## config.mk

```make
export PLATFORM = sky130hd
export DESIGN_NAME = seg_scan_display
export DESIGN_NICKNAME = d
export VERILOG_FILES = /design/src/rtl/seg_scan_display.sv
export SDC_FILE = /design/constraint.sdc
export NUM_CORES = 1
export LEC_CHECK = 0
export BUFFER_PORTS_ARGS = -buffer_cell sky130_fd_sc_hd__buf_2
export CAP_MARGIN = 5
export CORE_ASPECT_RATIO = 1.2
export CORE_MARGIN = 2
export CORE_UTILIZATION = 30
export CTS_BUF_LIST = sky130_fd_sc_hd__clkbuf_8 sky130_fd_sc_hd__clkbuf_16
export DETAILED_ROUTE_END_ITERATION = 7
export GPL_TIMING_DRIVEN = 1
export PLACE_DENSITY = 0.45
export SYNTH_ARGS = -nofsm -noshare
export SYNTH_HDL_FRONTEND = slang
export SYNTH_SLANG_ARGS = --single-unit
```

## constraint.sdc

```tcl
create_clock -name CLK -period 3 [get_ports CLK]
set_input_delay 0.45 -clock CLK [delete_from_list [all_inputs] [get_ports CLK]]
set_output_delay 0.45 -clock CLK [all_outputs]
set_load 0.02 [all_outputs]
```

## src/rtl/seg_scan_display.sv

```systemverilog
// ---------------------------------------------------------------------------
// seg_scan_display
//   Multiplexed common-cathode 7-segment driver. A binary value is captured
//   with a Load/Busy handshake and rendered as hex or decimal (sequential
//   double-dabble, one shift per clock) on N_DIGITS scanned digits. It also
//   supports leading-zero blanking and an all-dash overflow indication.
//
//   Ports:
//     CLK        system clock
//     Rstn       synchronous active-low reset
//     Value      binary value to display (VAL_W bits)
//     Mode       0 = hexadecimal, 1 = decimal
//     Blank_Lz   1 = blank leading zeros
//     Load       capture request (strobe or level)
//     Busy       high while a capture/conversion is in progress
//     Seg_Out    segments {dp,g,f,e,d,c,b,a}, active-high, registered
//     Cs_Out     digit selects, active-low one-hot, bit 0 = rightmost digit
//     Blink_Mask per-digit blink enable (only when SEG_BLINK_EN is defined)
//
//   Optional build macro: SEG_BLINK_EN adds Blink_Mask and the BLINK_DIV
//   blink-phase counter.
//
//   Handshake: Load is sampled only when Busy is low. A Load seen at an edge
//   with Busy low latches Value/Mode/Blank_Lz, and Busy is high from the next
//   cycle. Load while Busy is high is dropped, not queued. The falling edge
//   of Busy coincides with the atomic display-register update.
// ---------------------------------------------------------------------------
module seg_scan_display #(
    parameter int N_DIGITS = 4,
    parameter int VAL_W    = 16,
    parameter int SCAN_DIV = 200
`ifdef SEG_BLINK_EN
   ,parameter int BLINK_DIV = 250_000
`endif
) (
    input  logic                CLK,
    input  logic                Rstn,
    input  logic [VAL_W-1:0]    Value,
    input  logic                Mode,
    input  logic                Blank_Lz,
    input  logic                Load,
`ifdef SEG_BLINK_EN
    input  logic [N_DIGITS-1:0] Blink_Mask,
`endif
    output logic                Busy,
    output logic [7:0]          Seg_Out,
    output logic [N_DIGITS-1:0] Cs_Out
);

    // Decimal digits needed for 2^VAL_W-1 is floor(VAL_W*log10(2))+1.
    // The register is never narrower than the display, so every shown digit
    // has a BCD nibble behind it.
    localparam int BCD_NAT = (VAL_W * 301) / 1000 + 1;
    localparam int BCD_N   = (BCD_NAT > N_DIGITS) ? BCD_NAT : N_DIGITS;
    localparam int BCD_W   = 4 * BCD_N;
    localparam int HEX_W   = (VAL_W > 4 * N_DIGITS) ? VAL_W : 4 * N_DIGITS;
    localparam int CNT_W   = $clog2(VAL_W + 1);
    localparam int SCAN_W  = $clog2(SCAN_DIV);
    localparam int IDX_W   = (N_DIGITS > 1) ? $clog2(N_DIGITS) : 1;

    // The captured Mode is carried by the state itself: S_HEX or S_DEC.
    typedef enum logic [1:0] {S_IDLE, S_HEX, S_DEC, S_FIN} state_t;

    state_t                    state_q, state_d;
    logic [VAL_W-1:0]          val_q;
    logic                      cap_blz;
    logic [BCD_W-1:0]          bcd_q, bcd_adj;
    logic [CNT_W-1:0]          cnt_q;
    logic [N_DIGITS-1:0][7:0]  disp_q, new_disp;
    logic [N_DIGITS-1:0][3:0]  dig;
    logic [HEX_W-1:0]          hex_pad;
    logic                      ovf, lz;
    logic [SCAN_W-1:0]         scan_cnt;
    logic [IDX_W-1:0]          dig_idx;
    logic [7:0]                seg_sel;

    function automatic logic [7:0] glyph(input logic [3:0] d);
        case (d)
            4'h0: glyph = 8'h3F;  4'h1: glyph = 8'h06;
            4'h2: glyph = 8'h5B;  4'h3: glyph = 8'h4F;
            4'h4: glyph = 8'h66;  4'h5: glyph = 8'h6D;
            4'h6: glyph = 8'h7D;  4'h7: glyph = 8'h07;
            4'h8: glyph = 8'h7F;  4'h9: glyph = 8'h6F;
            4'hA: glyph = 8'h77;  4'hB: glyph = 8'h7C;
            4'hC: glyph = 8'h39;  4'hD: glyph = 8'h5E;
            4'hE: glyph = 8'h79;  default: glyph = 8'h71;
        endcase
    endfunction

    // ---------------- control FSM ----------------
    always_ff @(posedge CLK) begin
        if (!Rstn) state_q <= S_IDLE;
        else       state_q <= state_d;
    end

    always_comb begin
        state_d = state_q;
        case (state_q)
            S_IDLE:  if (Load) state_d = Mode ? S_DEC : S_HEX;
            S_HEX:   state_d = S_IDLE;
            S_DEC:   if (cnt_q == CNT_W'(VAL_W - 1)) state_d = S_FIN;
            S_FIN:   state_d = S_IDLE;
            default: state_d = S_IDLE;
        endcase
    end

    assign Busy = (state_q != S_IDLE);

    // ---------------- double-dabble add-3 step ----------------
    always_comb begin
        bcd_adj = bcd_q;
        for (int i = 0; i < BCD_N; i++) begin
            if (bcd_q[4*i +: 4] >= 4'd5) bcd_adj[4*i +: 4] = bcd_q[4*i +: 4] + 4'd3;
        end
    end

    // ---------------- digit extraction, overflow, blanking ----------------
    always_comb begin
        hex_pad = HEX_W'(val_q);
        dig     = '0;
        if (state_q == S_HEX) begin
            for (int i = 0; i < N_DIGITS; i++) dig[i] = hex_pad[4*i +: 4];
            ovf = |(hex_pad >> (4 * N_DIGITS));
        end else begin
            for (int i = 0; i < N_DIGITS; i++) dig[i] = bcd_q[4*i +: 4];
            ovf = |(bcd_q >> (4 * N_DIGITS));
        end
    end

    // Walk from the most-significant digit down; blanking stops at the first
    // nonzero digit and never reaches digit 0.
    always_comb begin
        new_disp = '0;
        lz       = cap_blz;
        for (int i = N_DIGITS - 1; i >= 0; i--) begin
            if (ovf) begin
                new_disp[i] = 8'h40;
            end else if (lz && (dig[i] == 4'd0) && (i != 0)) begin
                new_disp[i] = 8'h00;
            end else begin
                new_disp[i] = glyph(dig[i]);
                lz          = 1'b0;
            end
        end
    end

    // ---------------- capture / conversion datapath ----------------
    // disp_q is written only in S_HEX or S_FIN, so the scan never sees a
    // partially converted value.
    always_ff @(posedge CLK) begin
        if (!Rstn) begin
            val_q   <= '0;
            cap_blz <= 1'b0;
            bcd_q   <= '0;
            cnt_q   <= '0;
            disp_q  <= '0;
        end else begin
            case (state_q)
                S_IDLE: if (Load) begin
                    val_q   <= Value;
                    cap_blz <= Blank_Lz;
                    bcd_q   <= '0;
                    cnt_q   <= '0;
                end
                S_DEC: begin
                    bcd_q <= {bcd_adj[BCD_W-2:0], val_q[VAL_W-1]};
                    val_q <= {val_q[VAL_W-2:0], 1'b0};
                    cnt_q <= cnt_q + CNT_W'(1);
                end
                S_HEX, S_FIN: disp_q <= new_disp;
                default: ;
            endcase
        end
    end

    // ---------------- optional blink ----------------
`ifdef SEG_BLINK_EN
    localparam int BLK_W = $clog2(BLINK_DIV);
    logic [BLK_W-1:0] blink_cnt;
    logic             blink_phase;   // 0 = on, 1 = off

    always_ff @(posedge CLK) begin
        if (!Rstn) begin
            blink_cnt   <= '0;
            blink_phase <= 1'b0;
        end else if (blink_cnt == BLK_W'(BLINK_DIV - 1)) begin
            blink_cnt   <= '0;
            blink_phase <= ~blink_phase;
        end else begin
            blink_cnt   <= blink_cnt + BLK_W'(1);
        end
    end

    assign seg_sel = (blink_phase && Blink_Mask[dig_idx]) ? 8'h00 : disp_q[dig_idx];
`else
    assign seg_sel = disp_q[dig_idx];
`endif

    // ---------------- scan ----------------
    // Seg_Out and Cs_Out are both registered from the same dig_idx, so they
    // switch on the same edge and no digit shows its neighbour's segments.
    always_ff @(posedge CLK) begin
        if (!Rstn) begin
            scan_cnt <= '0;
            dig_idx  <= '0;
            Seg_Out  <= 8'h00;
            Cs_Out   <= '1;
        end else begin
            Cs_Out  <= ~(N_DIGITS'(1) << dig_idx);
            Seg_Out <= seg_sel;
            if (scan_cnt == SCAN_W'(SCAN_DIV - 1)) begin
                scan_cnt <= '0;
                dig_idx  <= (dig_idx == IDX_W'(N_DIGITS - 1)) ? '0 : dig_idx + IDX_W'(1);
            end else begin
                scan_cnt <= scan_cnt + SCAN_W'(1);
            end
        end
    end

endmodule

```

### Word level (Yosys, flattened, before mapping)

Memories as Yosys holds them, arrays and structs flattened.
Index checks and enable logic that the tools add are counted.

* flip-flop bits (word level): 98
* ROM bits: 448
* input port bits: 21
* memories: 4

* $add $sub $neg: 8
* magnitude comparators: 6
* equality and inequality tests: 8
* shifts and indexed selects: 1
* multiplexer cells: 31
* bitwise gates (word level): 2
* reductions and logical operators: 15

Memories
* (no name shown): words 16, width 7, read ports 1, clocked after memory_dff 0, wr ports 0, RTL line 78 `case (d)`
* (no name shown): words 16, width 7, read ports 1, clocked after memory_dff 0, wr ports 0, RTL line 78
* (no name shown): words 16, width 7, read ports 1, clocked after memory_dff 0, wr ports 0, RTL line 78
* (no name shown): words 16, width 7, read ports 1, clocked after memory_dff 0, wr ports 0, RTL line 78

Operators by type and width (number)
* 2-to-1 mux 8 bit: 8
* one-hot mux 20 bit (2 select lines): 1
* 2-to-1 mux 16 bit: 2
* one-hot mux 16 bit (2 select lines): 1
* >= comparator 4 x 3 -> 1 bit, second input constant: 5
* 2-to-1 mux 20 bit: 1
* adder 4 x 2 -> 4 bit, second input constant: 4
* binary-select mux 8 bit (select 2 bit): 1
* 2-to-1 mux 4 bit: 4
* logical NOT 4 bit: 3
* one-hot mux 5 bit (2 select lines): 1
* adder 8 x 1 -> 8 bit, second input constant: 1
* == test 8 bit, second input constant: 1
* 2-to-1 mux 2 bit: 4
* == test 2 bit, second input constant: 3
* one-hot mux 2 bit (3 select lines): 1
* AND reduction 2 bit: 3
* adder 5 x 1 -> 5 bit, second input constant: 1
* == test 5 x 4 -> 1 bit, second input constant: 1
* 2-to-1 mux 1 bit: 5
* 2-to-1 mux 5 bit: 1
* inequality test 2 bit, second input constant: 2
* NOT 4 bit: 1
* nonzero test 2 bit: 2
* 11 further kinds: 14

### Longest topological paths before layout

Gate-level depths: netlist of the first run.

* depth after elaboration: 12
* mapped depth: 11

### Worst setup path before layout of the first run

No wires, ideal clock.

* path type: register -> register
* from: register state_q[0]
* to: register disp_q[13] (netlist name)
* library setup time: 0.117 ns
* arrival time: 2.514 ns
* data required time: 2.883 ns
* path slack: 0.369 ns
* cell stages (with the launch flop): 9
* buffers on the path: 2
* clock period less this slack: 2.631 ns
* cells stage by stage: dfxtp_1 -> nor2b_1 -> buf_2 -> buf_2 -> mux2i_1 -> ha_1 -> nand3_4 -> or4_4 -> a32o_1

* word-level cells in the longest chain between the ends: 12

RTL lines
* start, declared: RTL line 64 `state_t state_q, state_d;`
* start signal, assigned: RTL line 93 `else state_q <= state_d;`
* == test 2 x 1 -> 1 bit: RTL line 121, 158
* 2-to-1 mux 16 bit: RTL line 121 `if (state_q == S_HEX) begin`
* logical NOT 4 bit: RTL line 138 `end else if (lz && (dig[i] == 4'd0) && (i != 0)) begin`
* logical AND 1 bit: RTL line 138
* 2-to-1 mux 1 bit: RTL line 138
* 2-to-1 mux 1 bit: RTL line 136 `if (ovf) begin`
* logical AND 1 bit: RTL line 138
* 2-to-1 mux 1 bit: RTL line 138
* 2-to-1 mux 1 bit: RTL line 136
* logical AND 1 bit: RTL line 138
* 2-to-1 mux 8 bit: RTL line 138
* 2-to-1 mux 8 bit: RTL line 136
* end signal, assigned: RTL line 170 `S_HEX, S_FIN: disp_q <= new_disp;`
* end, declared: RTL line 69 `logic [N_DIGITS-1:0][7:0] disp_q, new_disp;`

Parallel ways exist; a longest one is shown, timed or not.
A chain may end at the register's enable or synchronous reset.

### Final worst setup path of the first run

* from: register state_q[0]
* to: register disp_q[11] (netlist name)

The elaborated chain is that of the path after synthesis.

==> results of run 1 <==
==> synthesized netlist by cell type (12+ instances only) <==
master	number	area [sq um]
dfxtp_1	93	1860
o21ai_0	20	100
o221ai_1	17	149
a21oi_1	29	145
nand3_1	25	125
inv_1	30	113
ha_1	40	500
o21ai_1	13	65.1
mux2i_1	27	270
clkbuf_1	27	101
nor2_1	63	236
nand2_1	52	195
and2_1	12	75.1
==> worst paths after layout <==
| path | cells after the start | from | slack (ns) | to |
|---|---|---|---|---|
| max | 7 | state_q[0] | 0.42 | disp_q[11] |
| min | 3 | Value[0] | 0.36 | hex_pad[0] |
| max reg2reg | 7 | state_q[0] | 0.42 | disp_q[11] |
| min reg2reg | 1 | scan_cnt[0] | 0.44 | scan_cnt[0] |
==> flip-flops by register name, summed over array words and instances (netlist names) <==
register,count
Cs_Out,4
Seg_Out,7
bcd_q,20
cap_blz,1
cnt_q,5
dig_idx,2
disp_q,28
hex_pad,16
scan_cnt,8
state_q,2
==> metrics by stage <==
| stage | instance area (sq um) | setup WS (ns) | hold slack, ns |
|---|---|---|---|
| 5_1_grt | 6000 | 0.183 | 0.362 |
| 6_report | 6000 | 0.419 | 0.356 |
| 4_1_cts | 5990 | 0.202 | 0.346 |
| 2_1_floorplan | 5230 | 0.369 | 0.411 |
| 3_3_place_gp | 5680 | 0.327 | 0.422 |
| 3_5_place_dp | 5680 | 0.201 | 0.436 |
==> per-layer routing <==
layer  GRT usage, %  vias to the layer above  wire, microns
li1               -                     2161              -
met1           17.8                     1973           5910
met3           2.01                       18            329
met4           6.91                        0            365
met2           24.6                       67           6210
met5              0                        -              0
==> where the power goes <==
group	internal, mW	switching [mW]	leakage [nW]
registers	1.29	0.0514	0.758
logic	0.113	0.168	1.47
clock network	0.710	0.477	0.158
==> cells by family after synthesis <==
group	Yosys count	synth area share (%)
xor gates and xnor gates	16	2.68
AOI/OAI and AO/OA	134	17.5
DFF	93	35.6
adders and majority gates	40	9.57
other	1	0.0717
muxes	51	12.8
buffers and inverters	65	4.91
and+or+nand+nor	188	16.9
==> cell type report <==
| cell class | count | area, sq um | area share [%] |
|---|---|---|---|
| Multi-Input combinational cell | 430 | 3120 | 52.0 |
| Clock inverter | 4 | 45.0 | 0.751 |
| Tap cell | 216 | 270 | 4.51 |
| Timing Repair Buffer | 53 | 318 | 5.30 |
| Sequential cell | 93 | 1860 | 31.0 |
| Inverter | 31 | 116 | 1.94 |
| Clock buffer | 12 | 267 | 4.44 |
==> worst max-delay path: stages (launching register included) <==
cell and delay [ns]:
dfxtp_1 0.33, nor2b_4 0.34, buf_4 0.23, mux2i_1 0.45
inv_1 0.16, ha_1 0.32, mux4_2 0.48, o31ai_1 0.19
==> repair_timing <==
item	4_1_cts	5_1_grt
gates resized for setup	0	1
endpoints found under the hold margin	0	0
buffers inserted	0	0
endpoints found under the setup margin	0	1
==> results.py, run 1 <==
metrics = {
    "timing": {
        "finalSetupTns_ns": 0,
        "maxSlewHeadroom_pct": 52.8,
        "fin_crit_ns": 2.58,
        "slew_violations": 0,
        "setup_viol": 0,
        "hold_viol_final": 0,
        "clock_skew_ns": 0.00585,
        "worst_slew_pin_slew_ns": 0.707,
        "fin_crit_sh_pct": 86.0,
        "clock.fmax_mhz": 387,
        "rsz0062_at_grt": "false",
    },
    "setup_path": {
        "cp_max_fo": 10,
        "end_kind": "flop",
        "cp_data_required_time_ns": 3.27,
        "cp-start-kind": "flop",
        "worstPathArrival_ns": 2.85,
        "crit_type": "flop to flop",
    },
    "floorplanning": {
        "row_count": 52,
        "core-area_sq_mm": 0.0170,
        "top_level_ports": 34,
        "initial_core_util_pct": 30.8,
        "die_w_microns": 125,
        "die_area_sq_mm": 0.0185,
        "fp.dieH_microns": 149,
    },
    "synthesis": {
        "synth.distinct_cells": 53,
        "synth_edf_count": 0,
        "ys_warn_count": 0,
        "ys_seq_area_share_pct": 35.6,
        "syn-num-nets": 649,
        "synth_flop_cell": "dfxtp_1",
        "syn_area_per_cell_sq_um": 8.89,
        "async_reset_ff_share_pct": 0,
        "synth_cells": 588,
        "ys_seq_elements": 93,
        "synthesis.area_sq_mm": 0.00523,
    },
    "finish": {
        "drive_above_1_share_pct": 16.2,
        "mostFrequentLayoutCells": "93 x dfxtp_1, 63 x nor2_1, 52 x nand2_1",
        "final_common_cell": "dfxtp_1",
        "final_util_pct": 35.3,
        "areaGrowthSynthToFinish_pct": 14.7,
        "num-fill-cells": 1768,
        "layoutNonFillerInstCount": 839,
        "diodes": 0,
        "nNetsFinal": 679,
    },
    "clock_tree": {
        "cts_hold_buf": 0,
        "worstSkewPairLatency_ns": 0.35,
        "cts_tree": "done",
        "htreeDepth": 3,
        "ctsLongestPathBuffers": 2,
        "cts.clk_slew.worst_paths_ns": 0.07,
        "cts.sink_count": 93,
        "cts_buffers": 9,
        "cts.root.buffer_cell": "clkbuf_16",
    },
    "global_route": {
        "grt_first_pass_wirelength_microns": 21300,
        "grt_pass1_vias": 4239,
        "track_usage_pct": 14.3,
        "antenna_found_initial": 0,
        "grt-ovfl-total": 0,
        "grt_max_degree": 50,
    },
    "drt": {
        "wl_per_cell_microns": 15.3,
        "dr.pass1.iters": 4,
        "drt.antenna.violating_nets": 0,
        "wl_microns": 12800,
        "drc": 0,
        "initialDrtViolationCount": 146,
        "num_vias": 4219,
        "viasPerCell": 5.03,
    },
    "min_path": {
        "hp-class": "primary input to flop",
    },
    "power_and_ir_drop": {
        "peakVddDrop_uv": 232,
        "power.density_mw_per_mm2": 468,
        "finalPower_mw": 2.81,
        "p_leak_nw": 2.39,
    },
    "placement": {
        "portBuffers": 32,
        "dp_hpwl_microns": 9610,
        "place_inst": 823,
        "gpl.final_weighted_congestion": 0.789,
    },
    "flow_run": {
        "cap_violations": 0,
    },
    "status": {
        "status": "finished, final reports clean",
    },
}
Note: power is estimated with default switching activity, not from simulation.
==> inputs of run 2 (changes only) <==
--- a/config.mk
+++ b/config.mk
@@ -13,7 +13,7 @@
 export CTS_BUF_LIST = sky130_fd_sc_hd__clkbuf_8 sky130_fd_sc_hd__clkbuf_16
 export DETAILED_ROUTE_END_ITERATION = 7
 export GPL_TIMING_DRIVEN = 1
-export PLACE_DENSITY = 0.45
+export PLACE_DENSITY = 0.47
 export SYNTH_ARGS = -nofsm -noshare
 export SYNTH_HDL_FRONTEND = slang
 export SYNTH_SLANG_ARGS = --single-unit
==> constraint.sdc (replaced) <==
create_clock -name CLK -period 2.3 [get_ports CLK]
set_input_delay 0.345 -clock CLK [delete_from_list [all_inputs] [get_ports CLK]]
set_output_delay 0.345 -clock CLK [all_outputs]
set_load 0.02 [all_outputs]
==> results.py, run 2 (same netlist as run 1, synthesis figures left out) <==
metrics = {
    "finish": {
        "drive_above_1_share_pct": 22.6,
        "areaGrowthSynthToFinish_pct": 22.1,
        "nNetsFinal": 717,
        "mostFrequentLayoutCells": "92 x dfxtp_1, 63 x nor2_1, 55 x buf_4",
        "num-fill-cells": 1710,
        "fin_area_sq_mm": 0.00638,
        "final_util_pct": 37.6,
        "layoutNonFillerInstCount": 876,
        "regMostFlops": "disp_q",
        "diodes": 0,
        "final_common_cell": "dfxtp_1",
        "largest_reg_flops": 28,
    },
    "clock_tree": {
        "cts_buffers": 9,
        "cts.sink_count": 93,
        "cts_hold_buf": 0,
        "htreeDepth": 3,
        "ctsLongestPathBuffers": 2,
        "cts_tree": "done",
        "cts.root.buffer_cell": "clkbuf_16",
        "cts.clk_slew.worst_paths_ns": 0.06,
        "worstSkewPairLatency_ns": 0.35,
    },
    "global_route": {
        "grt_pass1_vias": 4397,
        "grt-ovfl-total": 0,
        "antenna_found_initial": 0,
        "grt_first_pass_wirelength_microns": 22200,
        "track_usage_pct": 14.9,
        "grt_max_degree": 50,
    },
    "setup_path": {
        "crit_start": "state_q[0]",
        "regToRegStartpoint": "state_q[0]",
        "rr_worst_depth": 8,
        "worstPathArrival_ns": 2.47,
        "path_cells": "nor2b_4 -> buf_12 -> mux2_4 -> inv_2 -> ha_2 -> nand2_1 -> or4_4 -> a32o_1",
        "cp_max_fo": 7,
        "cpMaxStageDelayCell": "or4_4",
        "crit_buf_inv": 2,
        "worst-r2r-setup-slack_ns": 0.07,
        "end_kind": "flop",
        "cp_data_required_time_ns": 2.53,
        "r2r_end": "disp_q[8]",
        "cp-start-kind": "flop",
        "crit_type": "flop to flop",
        "critical_path.top_delay_family": "simple AND/OR/NAND/NOR gates",
        "cpPeakStageDelay_ns": 0.56,
    },
    "timing": {
        "clock.fmax_mhz": 448,
        "slew_violations": 0,
        "worst_slew_pin_slew_ns": 0.606,
        "clock_skew_ns": 0.0105,
        "setup_viol": 0,
        "maxSlewHeadroom_pct": 59.5,
        "hold_viol_final": 0,
        "worst_slack_ns": 0.0677,
        "finalSetupTns_ns": 0,
        "hold_ws_ns": 0.269,
        "fin_crit_sh_pct": 97.1,
        "fin_crit_ns": 2.23,
        "rsz0062_at_grt": "false",
    },
    "power_and_ir_drop": {
        "finalPower_mw": 3.62,
        "switchingPower_mw": 0.930,
        "clockPowerShare_pct": 39.9,
        "p_comb_share_pct": 12.0,
        "peakVddDrop_uv": 341,
        "power.density_mw_per_mm2": 568,
        "power.internal_mw": 2.70,
        "power_frac_seq_pct": 48.1,
        "p_leak_nw": 2.59,
        "p_sw_share_pct": 25.6,
    },
    "placement": {
        "dp_worst_setup_slack_ns": -0.133,
        "place_inst": 857,
        "dp_hpwl_microns": 10000,
        "portBuffers": 32,
        "gpl.final_weighted_congestion": 0.822,
        "placed_cell_area_sq_mm": 0.00603,
    },
    "min_path": {
        "whs_endpoint": "state_q[1]",
        "hp-start": "Mode",
        "hold_path_depth": 3,
        "hp-class": "primary input to flop",
    },
    "drt": {
        "initialDrtViolationCount": 167,
        "wl_per_cell_microns": 15.5,
        "drt.antenna.violating_nets": 0,
        "num_vias": 4446,
        "drc": 0,
        "dr.pass1.iters": 4,
        "wl_microns": 13500,
        "viasPerCell": 5.08,
    },
    "status": {
        "status": "finished, final reports clean",
    },
    "floorplanning": {
        "die_area_sq_mm": 0.0185,
        "initial_core_util_pct": 30.8,
        "row_count": 52,
        "die_w_microns": 125,
        "core-area_sq_mm": 0.0170,
        "fp.dieH_microns": 149,
        "top_level_ports": 34,
    },
    "flow_run": {
        "cap_violations": 0,
    },
}
## run 2: cell count changes in the layout (fill, tap and decap cells not counted), moves of 3 or more
cell / change
clkbuf_8: -3
mux2i_4: +4
mux2i_1: -4
buf_4: +34
## run 2: power groups by stage
stage | logic, mW | clock network [mW] | registers, mW
4_1_cts | 0.432 | 1.48 | 1.74
3_5_place_dp | 0.425 | 0 | 1.78
6_report | 0.434 | 1.45 | 1.74
3_3_place_gp | 0.417 | 0 | 1.78
5_1_grt | 0.478 | 1.56 | 1.75
2_1_floorplan | 0.270 | 0 | 1.77
## run 2: how the worst max path moves through the flow
| stage | end | cells after the start |
|---|---|---|
| floorplan | disp_q[13] | 8 |
| global placement | disp_q[10] | 6 |
| detailed placement | disp_q[8] | 6 |
| CTS | disp_q[8] | 6 |
| global route | disp_q[13] | 8 |
| finish | disp_q[8] | 8 |
## run 2: what timing repair did
action,4_1_cts,5_1_grt
gates cloned,0,0
setup buffers,3,1
gates resized for setup,1,6
endpoints found under the setup margin,13,5
pin swaps,0,2
## run 2: per-layer routing
metal	up-vias	track usage, %	routed length (microns)
met5	-	0	0
met4	0	5.90	280
met3	18	2.59	477
met2	76	25.5	6450
met1	2106	18.8	6330
li1	2246	-	-
## run 2: area by class of cell
| class | count | area [sq um] | share of cell area [%] |
|---|---|---|---|
| Inverter | 31 | 116 | 1.82 |
| Clock inverter | 6 | 56.3 | 0.882 |
| Timing Repair Buffer | 91 | 636 | 9.96 |
| Multi-Input combinational cell | 430 | 3210 | 50.4 |
| Clock buffer | 9 | 225 | 3.53 |
| Tap cell | 216 | 270 | 4.24 |
| Sequential cell | 93 | 1860 | 29.2 |
## run 2: worst reg2reg max path, cell delays in order, from the launching register on
cell and delay [ns]:
dfxtp_2 0.34, nor2b_4 0.17, buf_12 0.15, mux2_4 0.32, inv_2 0.06, ha_2 0.17
nand2_1 0.07, or4_4 0.56, a32o_1 0.27
